`config.mk`:
```
export PLATFORM = sky130hd
export DESIGN_NAME = adder_chunked
export DESIGN_NICKNAME = d
export VERILOG_FILES = /design/src/rtl/adder_chunked.sv
export SDC_FILE = /design/constraint.sdc
export NUM_CORES = 1
export LEC_CHECK = 0
export BUFFER_PORTS_ARGS = -buffer_cell sky130_fd_sc_hd__buf_2
export CORE_UTILIZATION = 40
export CTS_BUF_LIST = sky130_fd_sc_hd__clkbuf_4
export DETAILED_ROUTE_END_ITERATION = 8
export GPL_ROUTABILITY_DRIVEN = 0
export HOLD_SLACK_MARGIN = 0.08
export SLEW_MARGIN = 40
export SYNTH_ARGS = -nofsm -noshare
export SYNTH_HDL_FRONTEND = slang
export SYNTH_SLANG_ARGS = --single-unit
```
`constraint.sdc`:
```
create_clock -name clk -period 5.38 [get_ports clk]
set_input_delay 1.076 -clock clk [delete_from_list [all_inputs] [get_ports clk]]
set_output_delay 1.076 -clock clk [all_outputs]
set_load 0.05 [all_outputs]
```
`src/rtl/adder_chunked.sv`:
```
// adder_chunked: multi-cycle WIDTH-bit add/sub, CHUNK bits per cycle, valid/ready in (a,b,carry_in,sub) and out (sum,carry_out,overflow)
module adder_chunked #(
  parameter int WIDTH = 32,
  parameter int CHUNK = 4
) (
  input  logic             clk,
  input  logic             rst,
  input  logic             in_valid,
  output logic             in_ready,
  input  logic [WIDTH-1:0] a,
  input  logic [WIDTH-1:0] b,
  input  logic             carry_in,
  input  logic             sub,
  output logic             out_valid,
  input  logic             out_ready,
  output logic [WIDTH-1:0] sum,
  output logic             carry_out,
  output logic             overflow
);
  localparam int NCHUNK = WIDTH / CHUNK;
  localparam int CW = NCHUNK > 1 ? $clog2(NCHUNK) : 1;
  typedef enum logic [1:0] {IDLE, RUN, DONE} state_t;
  state_t state;
  logic [CW-1:0] cnt;
  logic [WIDTH-1:0] a_r, b_r;
  logic carry_r;
  logic [CHUNK-1:0] ca, cb, cs;
  logic cy, cm;
  int base;
  assign in_ready = state == IDLE;
  assign out_valid = state == DONE;
  assign base = int'(cnt) * CHUNK;
  assign ca = a_r[base +: CHUNK];
  assign cb = b_r[base +: CHUNK];
  always_comb begin
    cy = carry_r;
    cm = 1'b0;
    cs = '0;
    for (int i = 0; i < CHUNK; i++) begin
      cs[i] = ca[i] ^ cb[i] ^ cy;
      cm = i == CHUNK - 1 ? cy : cm;
      cy = (ca[i] & cb[i]) | (cy & (ca[i] ^ cb[i]));
    end
  end
  always_ff @(posedge clk or posedge rst) begin
    if (rst) begin
      state <= IDLE;
      cnt <= '0;
      a_r <= '0;
      b_r <= '0;
      carry_r <= 1'b0;
      sum <= '0;
      carry_out <= 1'b0;
      overflow <= 1'b0;
    end else begin
      case (state)
        IDLE: if (in_valid) begin
          a_r <= a;
          b_r <= sub ? ~b : b;
          carry_r <= sub ? 1'b1 : carry_in;
          cnt <= '0;
          state <= RUN;
        end
        RUN: begin
          sum[base +: CHUNK] <= cs;
          carry_r <= cy;
          cnt <= cnt + 1'b1;
          if (cnt == CW'(NCHUNK - 1)) begin
            carry_out <= cy;
            overflow <= cy ^ cm;
            state <= DONE;
          end
        end
        DONE: if (out_ready) state <= IDLE;
        default: state <= IDLE;
      endcase
    end
  end
endmodule

```
==> results of run 1 <==
==> routing by layer <==
| metal | wire [microns] | GRT usage, % |
|---|---|---|
| met1 | 4780 | 23.5 |
| met2 | 5090 | 28.6 |
| met3 | 428 | 4.08 |
| met5 | 0 | 0 |
| met4 | 124 | 5.71 |
==> where the power goes <==
| part | total, mW | leakage [nW] | internal (mW) | switching (mW) |
|---|---|---|---|---|
| clock | 0.418 | 0.0692 | 0.145 | 0.272 |
| combinational | 2.16 | 1.39 | 0.931 | 1.23 |
| sequential | 1.42 | 1.25 | 1.14 | 0.281 |
==> sequential cells by signal (all words and copies together) (netlist names) <==
register   count
a_r           32
b_r           32
carry_out      1
carry_r        1
cnt            3
overflow       1
state          2
sum           32
==> worst max-delay path by stage <==
stage,endpoint,slack (ps),cells after the start
2_1_floorplan,a_r[0]$_DFFE_PP0P_,1570,1
3_3_place_gp,sum[23]$_DFFE_PP0P_,1700,12
3_5_place_dp,sum[27]$_DFFE_PP0P_,1760,12
4_1_cts,sum[27]$_DFFE_PP0P_,1720,12
5_1_grt,sum[23]$_DFFE_PP0P_,1710,12
6_report,sum[27]$_DFFE_PP0P_,1980,12
==> kinds of logic (layout without fill, tap and decap cells) <==
kind of cell,after synthesis,after routing,share of synthesized area (%)
AOI/OAI and AO/OA,38,38,4.07
xor gates and xnor gates,33,33,5.73
adders and majority gates,11,11,3.33
buffers and inverters,35,138,3.57
DFF,104,104,51.6
muxes,87,87,23.7
and+or+nand+nor,78,78,7.97
==> Yosys cell counts (all sizes together) <==
| library cell | number | share of area (%) |
|---|---|---|
| dfrtp | 104 | 52 |
| mux2 | 62 | 15 |
| nor2 | 48 | 3.6 |
| a21oi | 32 | 3.2 |
| xnor2 | 32 | 5.6 |
| buf | 18 | 2.3 |
| mux4 | 16 | 7.2 |
| inv | 14 | 1.0 |
| nand2 | 13 | 0.97 |
| mux2i | 9 | 1.8 |
| ha | 7 | 1.7 |
| fa | 4 | 1.6 |
| nand4b | 4 | 0.70 |
| and4 | 3 | 0.67 |
| clkbuf | 3 | 0.22 |
| a22o | 2 | 0.35 |
| nand3b | 2 | 0.30 |
| o21ai | 2 | 0.20 |
| or3b | 2 | 0.35 |
| a221o | 1 | 0.20 |
| nand2b | 1 | 0.12 |
| nand4bb | 1 | 0.22 |
| nor2b | 1 | 0.17 |
| nor3b | 1 | 0.37 |
| nor4b | 1 | 0.30 |
| o21a | 1 | 0.15 |
| or3 | 1 | 0.22 |
| xor2 | 1 | 0.17 |
==> area by class of cell <==
type | count | area [sq um]
inverters | 14 | 57.6
repair buffers | 108 | 554
clock inverters | 7 | 78.8
multi-input cells | 247 | 2260
well taps | 168 | 210
flip-flops and latches | 104 | 2610
fillers | 1141 | 6330
clock buffers | 9 | 67.6
==> stage by stage <==
stage	hold WS (ps)	utilization [%]	setup slack [ps]	power, mW
after floorplan	475	-	1570	3.05
after global placement	485	46.6	1700	3.57
after detailed placement	491	46.7	1760	3.63
after CTS	525	47.9	1720	4.05
after global routing	541	47.9	1710	4.32
final	518	47.9	1980	3.99
==> results_dict.tcl, run 1 <==
set metrics [dict create \
    vias 3210 \
    die_x_microns 114 \
    worstHoldStart "sum[22]$_DFFE_PP0P_" \
    crit_slowest_cell "dfrtp_2" \
    drc 0 \
    drt_iter0_drc 144 \
    max_freq_ghz 0.294 \
    cts_buffers 9 \
    slew_viol_final 0 \
    routedWlPerCell_microns 15.9 \
    placed_area_sq_um 5680 \
    worst_r2r_endpoint "sum[27]$_DFFE_PP0P_" \
    grt_setup_unrepaired "no" \
    port_buffers 105 \
    drv_cap 0 \
    dp_cells 641 \
    die_area_sq_um 13100 \
    max-clock-path-buffers 2 \
    endpoint_kind "flip-flop" \
    drive_gt1_share_pct 44.0 \
    max_stage_delay_ps 710 \
    setup_viol 0 \
    cts_tree "built" \
    cp_max_fo 20 \
    startpoint "cnt[0]$_DFFE_PP0P_" \
    post-dp-hpwl_mm 7.61 \
    tightest_slew_ps 716 \
    min_delay_path_depth 1 \
    start_kind "flip-flop" \
    hold_viol_final 0 \
    ir_worst_vdd_mv 0.425 \
    antennaDiodeCount 0 \
    synthToLayoutAreaGrowth_pct 15.7 \
    path_common_cell "fa_1" \
    initial_core_util_pct 41.4 \
    path_cells "mux4_2 -> nand2_1 -> nand2_1 -> fa_1 -> inv_1 -> fa_1 -> fa_1 -> inv_1 -> fa_1 -> inv_1 -> nor2_1 -> mux2_2" \
    cts_resized 0 \
    rr_worst_depth 12 \
    slew_headroom_pct 52.3 \
    yosysUniqueCellTypes 32 \
    cts_setup_buffers 0 \
    yosysWarnings 0 \
    finalNonFillerCells 657 \
    grt_pass1_vias 3307 \
    period_minus_slack_ps 3400 \
    timing.final.crit_share_pct 63.2 \
    power_leakage_nw 2.71 \
    status "finished clean" \
    std_cell_rows 40 \
    required_ps 5730 \
    worstPathArrival_ps 3760 \
    timing.rr.start "cnt[0]$_DFFE_PP0P_" \
    final_common_cell "buf_2" \
    rrSetupSlack_ps 1980 \
    clk-insertion-delay-late_ps 470 \
    design_area_sq_um 5830 \
    h-tree-depth 3 \
    synth-seq-cells 104 \
    die_h_microns 114 \
    synth.avg_cell_area_sq_um 13.1 \
    detail-route-antenna-nets 0 \
    crit_type "reg -> reg" \
    critPathBufInv 3 \
    hp-class "reg -> reg" \
    synth_cells 386 \
    root_buffer "clkbuf_4" \
    cp_top_family "adder cells" \
    grt_pass1_wl_mm 17.4 \
    grt_usage_pct 17.6 \
    core_sq_um 12200 \
    setup_tns_ps 0 \
    seq_area_frac_synth_pct 51.6 \
    cellPowerDensity_nw_per_um2 685 \
    syn_area_sq_um 5040 \
    viasPerCell 4.89 \
    postCtsHoldBufs 0 \
    wirelength_mm 10.4 \
    grt_max_degree 99 \
    syn_nets 467 \
    final_nets 565 \
    ios 106 \
    fin_skew_ps 26.6 \
    hold_path_end "sum[22]$_DFFE_PP0P_" \
    drtPass1Iterations 4 \
    clkTransAtPathRegs_ps 150 \
    grt_antenna_before_repair 0 \
    clock_sinks 104 \
    final_cell_mix "buf_2, dfrtp_1, mux2_2" \
    overflow 0 \
]
No activity file was read; power rests on OpenSTA's default activity.
==> inputs of run 2 (changes only) <==
clock period = 3.3 ns   (was 5.38 ns; I/O delays follow)
==> results_dict.tcl, run 2 (synthesis results as in run 1) <==
set metrics [dict create \
    detail-route-antenna-nets 0 \
    crit_type "reg -> reg" \
    rr_worst_depth 11 \
    pwr-share-clk_pct 9.5 \
    port_buffers 105 \
    overflow 0 \
    setup_tns_ps 0 \
    grt_max_degree 105 \
    post-dp-hpwl_mm 7.48 \
    initial_core_util_pct 41.4 \
    cellPowerDensity_nw_per_um2 1120 \
    cp_max_fo 10 \
    die_x_microns 114 \
    viasPerCell 4.91 \
    period_minus_slack_ps 3100 \
    max-clock-path-buffers 2 \
    finalNonFillerCells 665 \
    place_worst_setup_slack_ps 86.7 \
    final_cell_mix "dfrtp_1, buf_2, mux2_2" \
    die_area_sq_um 13100 \
    ios 106 \
    dp_cells 649 \
    cts_tree "built" \
    hold_viol_final 0 \
    grt_antenna_before_repair 0 \
    endpoint_kind "flip-flop" \
    p_int_mw 3.75 \
    fin_skew_ps 21.3 \
    drtPass1Iterations 4 \
    wirelength_mm 10.2 \
    root_buffer "clkbuf_4" \
    antennaDiodeCount 0 \
    clk-insertion-delay-late_ps 460 \
    clkTransAtPathRegs_ps 150 \
    holdWs_ps 314 \
    swShare_pct 43.3 \
    timing.final.ws_setup_ps 201 \
    h-tree-depth 3 \
    std_cell_rows 40 \
    worstPathArrival_ps 3450 \
    drt_iter0_drc 164 \
    start_kind "flip-flop" \
    drive_gt1_share_pct 44.9 \
    top_regs "a_r: 32 flops, b_r: 32 flops, sum: 32 flops" \
    core_sq_um 12200 \
    drc 0 \
    pwr-share-comb_pct 57.0 \
    tightest_slew_ps 572 \
    grt_pass1_vias 3254 \
    ir_worst_vdd_mv 0.453 \
    slew_viol_final 0 \
    vias 3262 \
    cts_buffers 9 \
    required_ps 3650 \
    max_freq_ghz 0.323 \
    grt_pass1_wl_mm 16.9 \
    placed_area_sq_um 5770 \
    crit_slowest_cell "fa_1" \
    synthToLayoutAreaGrowth_pct 17.4 \
    path_cells "buf_12 -> buf_4 -> mux4_2 -> mux2i_1 -> fa_1 -> fa_2 -> inv_1 -> fa_2 -> inv_2 -> nor2_1 -> mux2_2" \
    drv_cap 0 \
    routedWlPerCell_microns 15.3 \
    path_common_cell "fa_2" \
    die_h_microns 114 \
    hp-class "in -> async" \
    clock_sinks 104 \
    grt_usage_pct 17.1 \
    slew_headroom_pct 61.8 \
    status "finished clean" \
    max_stage_delay_ps 460 \
    power_switching_mw 2.86 \
    seq_power_share_pct 33.5 \
    timing.final.crit_share_pct 93.9 \
    postCtsHoldBufs 0 \
    power_leakage_nw 2.76 \
    design_area_sq_um 5920 \
    final_nets 574 \
    setup_viol 0 \
]
==> run 2: cell count changes in the layout (fill, tap and decap cells not counted), sizes merged <==
| cell | delta |
|---|---|
| clkinv | +2 |
| clkinvlp | -2 |
| inv | -3 |
| clkbuf | +2 |
| buf | +9 |
==> run 2: final timing paths <==
path                                startpoint                    to  slack, ps
setup / recovery            cnt[0]$_DFFE_PP0P_   sum[23]$_DFFE_PP0P_        200
min in group clk                     out_ready  state[1]$_DFFE_PP0P_        400
setup reg to reg            cnt[0]$_DFFE_PP0P_   sum[23]$_DFFE_PP0P_        200
hold / removal                             rst   sum[25]$_DFFE_PP0P_        310
max in group asynchronous                  rst    sum[6]$_DFFE_PP0P_       2530
hold reg to reg            sum[29]$_DFFE_PP0P_   sum[29]$_DFFE_PP0P_        510
==> run 2: what timing repair did <==
item                                    in CTS  in global routing
setup buffers                                0                  1
resized for setup                            0                  4
endpoints found under the setup margin       0                  6
==> run 2: layout make-up <==
cell class                      instances  area [sq um]
Clock buffer                           11          82.6
Clock inverter                          4          46.3
Fill cell                            1108          6240
Inverter                               14          56.3
Multi-Input combinational cell        247          2260
Sequential cell                       104          2600
Tap cell                              168           210
Timing Repair Buffer                  117           656
==> run 2: critical path: cells and delay by family, from the launching register on <==
kind	cells	cell delay (ps)
and+or+nand+nor	1	60
DFF	1	440
adders and majority gates	3	1290
muxes	3	700
buffers and inverters	4	490
==> run 2: power by group through the flow <==
stage | clock network, mW | registers [mW] | logic, mW
6_report | 0.629 | 2.21 | 3.77
5_1_grt | 0.713 | 2.29 | 4.18
4_1_cts | 0.656 | 2.22 | 3.77
3_5_place_dp | 0 | 2.25 | 3.76
3_3_place_gp | 0 | 2.26 | 3.68
2_1_floorplan | 0 | 2.63 | 2.35
==> run 2: layer usage <==
layer / vias to the layer above / track usage [%] / part of all wire, % / wire length [microns]
met4: 0 / 5.11 / 1.4 / 145
met5: - / 0 / 0 / 0
met1: 1616 / 22.9 / 46 / 4730
li1: 1551 / - / - / -
met2: 83 / 26.9 / 48 / 4860
met3: 12 / 5.13 / 4.4 / 451
==> run 2: metrics by stage <==
step | power [mW] | util, %
2_1_floorplan | 4.97 | -
6_report | 6.61 | 48.7
5_1_grt | 7.18 | 48.7
3_3_place_gp | 5.94 | 47.5
4_1_cts | 6.65 | 48.5
3_5_place_dp | 6.02 | 47.5
